[src/rtl/multicycle_controller.sv]
// Multi-cycle RISC-V control FSM: sequences fetch/decode/execute and
// drives datapath selects, with memory wait timeout and sticky faults.
module multicycle_controller #(
  parameter int MEM_HANDSHAKE = 1,
  parameter int SUPPORT_BNE   = 1,
  parameter int MAX_WAIT      = 15
) (
  input  logic       clk,
  input  logic       reset,
  input  logic [6:0] op,
  input  logic [2:0] funct3,
  input  logic       funct7b5,
  input  logic       Zero,
  input  logic       MemReady,
  output logic       PCWrite,
  output logic       AdrSrc,
  output logic       MemWrite,
  output logic       IRWrite,
  output logic [1:0] ResultSrc,
  output logic [1:0] ALUSrcA,
  output logic [1:0] ALUSrcB,
  output logic       RegWrite,
  output logic [1:0] ImmSrc,
  output logic [2:0] ALUControl,
  output logic       IllegalInstr,
  output logic       BusFault,
  output logic [3:0] State
);

  localparam logic [3:0] FETCH    = 4'd0;
  localparam logic [3:0] DECODE   = 4'd1;
  localparam logic [3:0] MEMADR   = 4'd2;
  localparam logic [3:0] MEMREAD  = 4'd3;
  localparam logic [3:0] MEMWB    = 4'd4;
  localparam logic [3:0] MEMWRITE = 4'd5;
  localparam logic [3:0] EXECUTER = 4'd6;
  localparam logic [3:0] EXECUTEI = 4'd7;
  localparam logic [3:0] JAL      = 4'd8;
  localparam logic [3:0] ALUWB    = 4'd9;
  localparam logic [3:0] BRANCH   = 4'd10;
  localparam logic [3:0] ILLEGAL  = 4'd11;
  localparam logic [3:0] FAULT    = 4'd12;

  localparam int CW = (MAX_WAIT < 2) ? 1 : $clog2(MAX_WAIT + 1);
  localparam logic [CW-1:0] WMAX = CW'(MAX_WAIT);

  logic [3:0]    state, next;
  logic [CW-1:0] cnt, cnt_n;
  logic          ill_q, bf_q;
  logic          ready, mem_st, timeout;
  logic [1:0]    alu_op;

  assign ready   = MemReady | (MEM_HANDSHAKE == 0);
  assign mem_st  = (state == FETCH) || (state == MEMREAD) ||
                   (state == MEMWRITE);
  assign timeout = (MAX_WAIT != 0) && mem_st && !ready && (cnt == WMAX);

  always_comb begin
    next = state;
    case (state)
      FETCH:    if (ready) next = DECODE;
      DECODE: begin
        case (op)
          7'b0000011, 7'b0100011: next = MEMADR;
          7'b0110011:             next = EXECUTER;
          7'b0010011:             next = EXECUTEI;
          7'b1101111:             next = JAL;
          7'b1100011: begin
            if (funct3 == 3'b000 ||
                (funct3 == 3'b001 && SUPPORT_BNE != 0))
              next = BRANCH;
            else
              next = ILLEGAL;
          end
          default:                next = ILLEGAL;
        endcase
      end
      MEMADR:   next = op[5] ? MEMWRITE : MEMREAD;
      MEMREAD:  if (ready) next = MEMWB;
      MEMWB:    next = FETCH;
      MEMWRITE: if (ready) next = FETCH;
      EXECUTER: next = ALUWB;
      EXECUTEI: next = ALUWB;
      JAL:      next = ALUWB;
      ALUWB:    next = FETCH;
      BRANCH:   next = FETCH;
      ILLEGAL:  next = ILLEGAL;
      FAULT:    next = FAULT;
      default:  next = FETCH;
    endcase
    if (timeout) next = FAULT;
  end

  // Counter only runs while stalled in the same memory state.
  always_comb begin
    cnt_n = '0;
    if (mem_st && !ready && next == state) cnt_n = cnt + 1'b1;
  end

  always_ff @(posedge clk or posedge reset) begin
    if (reset) begin
      state <= FETCH;
      cnt   <= '0;
      ill_q <= 1'b0;
      bf_q  <= 1'b0;
    end else begin
      state <= next;
      cnt   <= cnt_n;
      ill_q <= ill_q | (next == ILLEGAL);
      bf_q  <= bf_q | (next == FAULT);
    end
  end

  always_comb begin
    PCWrite   = 1'b0;
    AdrSrc    = 1'b0;
    MemWrite  = 1'b0;
    IRWrite   = 1'b0;
    ResultSrc = 2'b00;
    ALUSrcA   = 2'b00;
    ALUSrcB   = 2'b00;
    RegWrite  = 1'b0;
    alu_op    = 2'b00;
    case (state)
      FETCH: begin
        ALUSrcB   = 2'b10;
        ResultSrc = 2'b10;
        IRWrite   = ready;
        PCWrite   = ready;
      end
      DECODE: begin
        ALUSrcA = 2'b01;
        ALUSrcB = 2'b01;
      end
      MEMADR: begin
        ALUSrcA = 2'b10;
        ALUSrcB = 2'b01;
      end
      MEMREAD:  AdrSrc = 1'b1;
      MEMWB: begin
        ResultSrc = 2'b01;
        RegWrite  = 1'b1;
      end
      MEMWRITE: begin
        AdrSrc   = 1'b1;
        MemWrite = 1'b1;
      end
      EXECUTER: begin
        ALUSrcA = 2'b10;
        alu_op  = 2'b10;
      end
      EXECUTEI: begin
        ALUSrcA = 2'b10;
        ALUSrcB = 2'b01;
        alu_op  = 2'b10;
      end
      JAL: begin
        ALUSrcA = 2'b01;
        ALUSrcB = 2'b10;
        PCWrite = 1'b1;
      end
      ALUWB:    RegWrite = 1'b1;
      BRANCH: begin
        ALUSrcA = 2'b10;
        alu_op  = 2'b01;
        PCWrite = (funct3 == 3'b000 & Zero) |
                  (funct3 == 3'b001 & ~Zero);
      end
      default: ;
    endcase
  end

  always_comb begin
    case (alu_op)
      2'b01:   ALUControl = 3'b001;
      2'b10: begin
        case (funct3)
          3'b000:  ALUControl = (funct7b5 & op[5]) ? 3'b001 : 3'b000;
          3'b010:  ALUControl = 3'b101;
          3'b110:  ALUControl = 3'b011;
          3'b111:  ALUControl = 3'b010;
          default: ALUControl = 3'b000;
        endcase
      end
      default: ALUControl = 3'b000;
    endcase
  end

  always_comb begin
    case (op)
      7'b0100011: ImmSrc = 2'b01;
      7'b1100011: ImmSrc = 2'b10;
      7'b1101111: ImmSrc = 2'b11;
      default:    ImmSrc = 2'b00;
    endcase
  end

  assign IllegalInstr = ill_q;
  assign BusFault     = bf_q;
  assign State        = state;

endmodule

[config.mk]
export PLATFORM = sky130hd
export DESIGN_NAME = multicycle_controller
export DESIGN_NICKNAME = d
export VERILOG_FILES = /design/src/rtl/multicycle_controller.sv
export SDC_FILE = /design/constraint.sdc
export NUM_CORES = 1
export LEC_CHECK = 0
export ABC_AREA = 1
export BUFFER_PORTS_ARGS = -buffer_cell sky130_fd_sc_hd__buf_2
export CAP_MARGIN = 20
export CORE_MARGIN = 5
export CORE_UTILIZATION = 35
export CTS_CLUSTER_DIAMETER = 100
export DETAILED_ROUTE_END_ITERATION = 8
export GPL_TIMING_DRIVEN = 0
export SETUP_SLACK_MARGIN = 0.1
export SYNTH_ARGS = -nofsm -noshare
export SYNTH_HDL_FRONTEND = slang
export SYNTH_SLANG_ARGS = --single-unit
[constraint.sdc]
create_clock -name clk -period 2.2 [get_ports clk]
set_input_delay 0.11 -clock clk [delete_from_list [all_inputs] [get_ports clk]]
set_output_delay 0.11 -clock clk [all_outputs]
set_load 0.02 [all_outputs]
==> flow_summary.yaml, run 1 <==
hold_path:
  hold_path_depth: 5
  hold_class: "in -> reg"
clocking:
  clock_path_buffers: 2
  clk_latency_ns: 0.27
  cts_made_buffers: 3
  cts-root-buf: "clkbuf_4"
  clk_pin_slew_ns: 0.06
  cts_tree: "built"
  htree_levels: 1
  cts.sinks: 10
setup_path:
  cp_max_fo: 4
  required_ns: 2.09
  crit_arrival_ns: 1.96
  end_kind: "primary output"
  critPathLaunchType: "register"
  worstSetupPathType: "reg -> out"
  ff2ff_path_depth: 10
power:
  clock_power_share_pct: 10.1
  intPower_uw: 752
  p_sw_uw: 859
  power_density_nw_per_um2: 1230
  swShare_pct: 53.3
  peakVddDrop_mv: 0.872
  seqPwrFrac_pct: 17.3
  p_comb_share_pct: 72.6
  p_leak_nw: 0.786
timing:
  finalSetupTns_ns: 0
  worst_slack_ns: 0.127
  period_share_pct: 94.2
  rsz0062_at_grt: "yes"
  fmax_ghz: 0.482
  slew_violations: 0
  relSlewSlack_pct: 75.9
  skew_ns: 0.000436
  setup_viol: 0
  final_hold_viol_count: 0
  tightest_slew_ns: 0.361
  min_period_ns: 2.07
floorplan:
  die_h_um: 60.5
  coreArea_um2: 2450
  io_pins: 37
  dieArea_um2: 3650
  start_util_pct: 36.3
  rows: 18
  fp.dieW_um: 60.5
routing:
  first_pass_iters: 5
  vias: 1087
  wl_per_cell_um: 10.9
  drc: 0
  drt_iter0_markers: 45
  antenna_left: 0
  finalWirelength_um: 2560
  vias_per_cell: 4.65
synthesis:
  syn_area_um2: 891
  synth-adder-area-share_pct: 4.21
  avgSynthCellArea_um2: 5.94
  synth_xor_area_share_pct: 1.97
  yosysWarnings: 0
  async_reset_ff_share_pct: 100
  ys_types: 23
  yosys.area_share.simple_pct: 46.5
  syn-instance-count: 150
  synth-seq-area-share_pct: 28.1
  ys_ff_latch: 10
  syn_nets: 168
  synth_mux_area_share_pct: 0
  synth-compound-area-share_pct: 6.18
  synth_edf_count: 0
  synth_ff_type: "dfrtp_1"
  synth_top_family_by_area: "simple AND/OR/NAND/NOR gates"
global_routing:
  grt_usage_pct: 14.8
  grt.overflow.total: 0
  grt_max_degree: 11
  grt_pass1_vias: 1061
  grt_pass1_wl_um: 4180
  antenna_found_initial: 0
placed_design:
  dp_slack_ns: 0.223
  io_buffers: 36
  dp_hpwl_um: 1960
  globalplace.congestion: 0.882
outcome:
  status: "finished clean"
layout:
  antenna_cells: 0
  drive_gt1_share_pct: 36.8
  layout.nets: 223
  syn_to_final_growth_pct: 46.9
flow_run:
  cap_viol_max_count: 0
-- cell families after synthesis --
| logic type | count (synthesis) |
|---|---|
| XOR/XNOR | 2 |
| AO/OA/AOI/OAI | 9 |
| flip-flops | 10 |
| adder cells (fa/ha/maj) | 3 |
| AND/OR/NAND/NOR | 95 |
| buffers and inverters | 31 |
-- cells in the final DEF (no fill, tap or decap) --
cell type      instances
nand2_1               39
buf_2                 34
nor2_1                27
inv_1                 26
buf_4                 15
nand3_1               10
dfrtp_1                9
inv_2                  5
nand2_2                5
nor2_2                 3
nor3_1                 3
clkbuf_4               3
o21ai_0                2
nand3_2                2
a21oi_1                2
o22ai_1                2
ha_1                   2
dfrtp_2                1
nand2_4                1
nor2_4                 1
nand4_1                1
nor3_2                 1
xnor2_1                1
o311ai_0               1
or2_4                  1
nor4_4                 1
a21o_1                 1
a31oi_1                1
xor2_1                 1
ha_4                   1
clkbuf_8               1
dlygate4sd3_1          1
-- cell usage after synthesis, types with 3 or more instances --
master   instances  area (µm²)
inv_1           29         109
nor3_1           3        15.0
dfrtp_1         10         250
nor2_2           3        18.8
nor2_1          28         105
nand2_1         42         158
nand3_1         10        50.1
nand2_2          3        18.8
ha_1             3        37.5
-- area by class of cell --
type / instances / area, µm²
Tap cell: 30 / 37.5
Inverter: 31 / 116
Sequential cell: 10 / 251
Timing Repair Buffer: 50 / 293
Clock buffer: 4 / 36.3
Multi-Input combinational cell: 109 / 574
Fill cell: 237 / 1150
-- what timing repair did --
| item | CTS | global route |
|---|---|---|
| pin swaps | 5 | 2 |
| setup buffers | 11 | 2 |
| endpoints found under the setup margin | 2 | 2 |
| hold buffers | 1 | 0 |
| resized for setup | 11 | 4 |
| hold endpoints to repair | 10 | 0 |
-- worst max-delay path: stages, from the launching register on --
cell     delay (ns)
dfrtp_1        0.43
inv_2          0.12
nand2_4        0.07
nor2_4         0.16
ha_4           0.22
or2_4          0.24
nor4_4         0.26
buf_4          0.18
-- through the flow --
step | hold WS, ns | instance area (µm²) | power [mW] | utilization, % | std cells
2_1_floorplan | -0.0498 | 897 | 0.973 | - | 150
3_3_place_gp | 0.0905 | 1110 | 1.25 | 45.4 | 216
3_5_place_dp | 0.0961 | 1110 | 1.25 | 45.4 | 216
4_1_cts | 0.258 | 1290 | 1.57 | 52.5 | 232
5_1_grt | 0.294 | 1310 | 1.76 | 53.3 | 234
6_report | 0.278 | 1310 | 1.61 | 53.3 | 234
-- flip-flops by register name, summed over array words and instances, names as in the netlist --
name	flops
cnt	4
BusFault	1
IllegalInstr	1
State	4
-- power groups by stage --
stage                     clock network (mW)  registers (mW)  logic (mW)
after global routing                   0.179           0.287        1.30
final                                  0.163           0.279        1.17
after CTS                              0.172           0.272        1.12
after global placement                     0           0.298       0.953
after detailed placement                   0           0.300       0.954
after floorplan                            0           0.335       0.638
-- routing by layer --
metal  routed length [µm]  GRT usage (%)  part of all wire (%)
met1                 1050           17.9                    41
met2                 1260           26.1                    49
met5                    0              0                     0
met3                  226           1.70                   8.8
met4                   23           7.12                  0.90
-- final timing paths --
check | start | to | slack, ns
worst min register to register | BusFault | BusFault | 0.46
worst max-delay path | State[3] | ALUControl[2] | 0.13
max in group asynchronous | reset | State[2] | 1.57
worst min-delay path | MemReady | State[2] | 0.28
min in group asynchronous | reset | State[3] | 0.35
worst max register to register | State[3] | IllegalInstr | 0.54
Note: power is estimated with default switching activity, not from simulation.
==> run 2: changes to the inputs <==
--- a/config.mk
+++ b/config.mk
@@ -13,7 +13,8 @@
 export CTS_CLUSTER_DIAMETER = 100
 export DETAILED_ROUTE_END_ITERATION = 8
 export GPL_TIMING_DRIVEN = 0
-export SETUP_SLACK_MARGIN = 0.1
+export MAX_ROUTING_LAYER = met4
+export SETUP_SLACK_MARGIN = 0.4
 export SYNTH_ARGS = -nofsm -noshare
 export SYNTH_HDL_FRONTEND = slang
 export SYNTH_SLANG_ARGS = --single-unit
==> run 2 against run 1 <==
Against the previous run: combinational power is 3% higher; largest power group unchanged; power is 3.3% higher; highest routed layer unchanged; critical path type unchanged; utilization up 1.3 points; critical endpoint unchanged; maximum frequency up 11%; critical path depth increased by 1.
==> flow_summary.yaml, run 2 (synthesis results as in run 1) <==
outcome:
  status: "finished clean"
routing:
  vias: 1104
  antenna_left: 0
  finalWirelength_um: 2640
  vias_per_cell: 4.70
  first_pass_iters: 4
  drc: 0
  wl_per_cell_um: 11.2
  drt_iter0_markers: 61
timing:
  tightest_slew_ns: 0.375
  fmax_ghz: 0.534
  period_share_pct: 85.1
  slew_violations: 0
  worst_slack_ns: 0.328
  rsz0062_at_grt: "yes"
  setup_viol: 0
  skew_ns: 0.00123
  min_period_ns: 1.87
  final_hold_viol_count: 0
  relSlewSlack_pct: 75.0
  finalSetupTns_ns: 0
setup_path:
  cp_max_fo: 2
  required_ns: 2.09
  critPathLaunchType: "register"
  worstSetupPathType: "reg -> out"
  end_kind: "primary output"
  crit_arrival_ns: 1.76
clocking:
  htree_levels: 1
  clock_path_buffers: 2
  cts_made_buffers: 3
  cts_tree: "built"
  cts.sinks: 10
  cts-root-buf: "clkbuf_4"
  clk_latency_ns: 0.26
  clk_pin_slew_ns: 0.06
layout:
  antenna_cells: 0
  layout.nets: 224
  layout_common_cells: "nand2_1 (39), buf_2 (34), nor2_1 (26), inv_1 (25), buf_4 (15)"
  drive_gt1_share_pct: 39.5
  fin_area_um2: 1340
  syn_to_final_growth_pct: 50.6
  final_common_cell: "nand2_1"
floorplan:
  die_h_um: 60.5
  dieArea_um2: 3650
  coreArea_um2: 2450
  fp.dieW_um: 60.5
  start_util_pct: 36.3
  rows: 18
  io_pins: 37
placed_design:
  globalplace.congestion: 0.845
  dp_slack_ns: 0.303
  io_buffers: 36
  placed_area_um2: 1160
  dp_hpwl_um: 2040
power:
  peakVddDrop_mv: 0.824
  power_density_nw_per_um2: 1240
  p_leak_nw: 0.791
  p_total_mw: 1.66
global_routing:
  grt.overflow.total: 0
  grt_usage_pct: 15.9
  grt_pass1_wl_um: 4410
  antenna_found_initial: 0
  grt_max_degree: 11
  grt_pass1_vias: 1079
hold_path:
  hold_class: "in -> reg"
flow_run:
  cap_viol_max_count: 0
-- run 2: cell types whose count changed in the layout (fill, tap and decap cells not counted) --
cell     delta
buf_6       +1
nor2_4      +1
inv_2       +1
o22ai_1     -1
nor2_1      -1
dfrtp_1     -2
dfrtp_2     +2
nand2_4     +1
o22ai_2     +1
inv_1       -1
nand2_2     -1
-- run 2: worst paths after layout --
path	start	end	slack (ns)	depth (start not counted)
setup / recovery	State[0]	ALUControl[2]	0.33	8
hold / removal	MemReady	State[2]	0.30	4
setup reg to reg	State[3]	cnt[0]	0.60	11
hold reg to reg	BusFault	BusFault	0.46	1
max in group asynchronous	reset	State[2]	1.55	3
min in group asynchronous	reset	State[1]	0.36	3
-- run 2: layout make-up --
cell class	count	area, µm²
inverter	31	116
clock buffer	4	36.3
timing repair buffer	51	304
multi-input combinational	109	593
tap	30	37.5
fill	245	1110
sequential	10	254
-- run 2: worst max-delay path, stage by stage (launching register included) --
cell and delay, ns:
dfrtp_2 0.41, inv_2 0.06, nand2_2 0.06, nor2_4 0.12, inv_2 0.06, ha_4 0.23, or2_4 0.25, nor4_4 0.13
buf_4 0.18
-- run 2: metrics by stage --
stage,util (%),hold slack [ns],std cells
6_report,54.6,0.297,235
5_1_grt,54.6,0.302,235
3_3_place_gp,47.2,0.0906,216
4_1_cts,54.2,0.276,234
2_1_floorplan,-,-0.0500,150
3_5_place_dp,47.2,0.0933,216
-- run 2: repair_timing --
item,4_1_cts,5_1_grt
endpoints found under the setup margin,2,9
pin swaps,5,1
setup buffers,13,1
hold buffers,1,0
gates resized for setup,11,1
hold endpoints to repair,10,0
-- run 2: layer usage --
metal / track usage, % / vias up / wire length, µm
met3: 1.70 / 4 / 188
li1: - / 572 / -
met5: - / - / 0
met1: 20.6 / 486 / 1120
met4: 5.26 / 0 / 23
met2: 25.8 / 42 / 1310
-- run 2: power by group --
| part | total [mW] | internal, mW | leakage, nW | switching [mW] |
|---|---|---|---|---|
| registers | 0.293 | 0.240 | 0.120 | 0.0525 |
| clock network | 0.161 | 0.100 | 0.0210 | 0.0610 |
| logic | 1.21 | 0.441 | 0.650 | 0.768 |
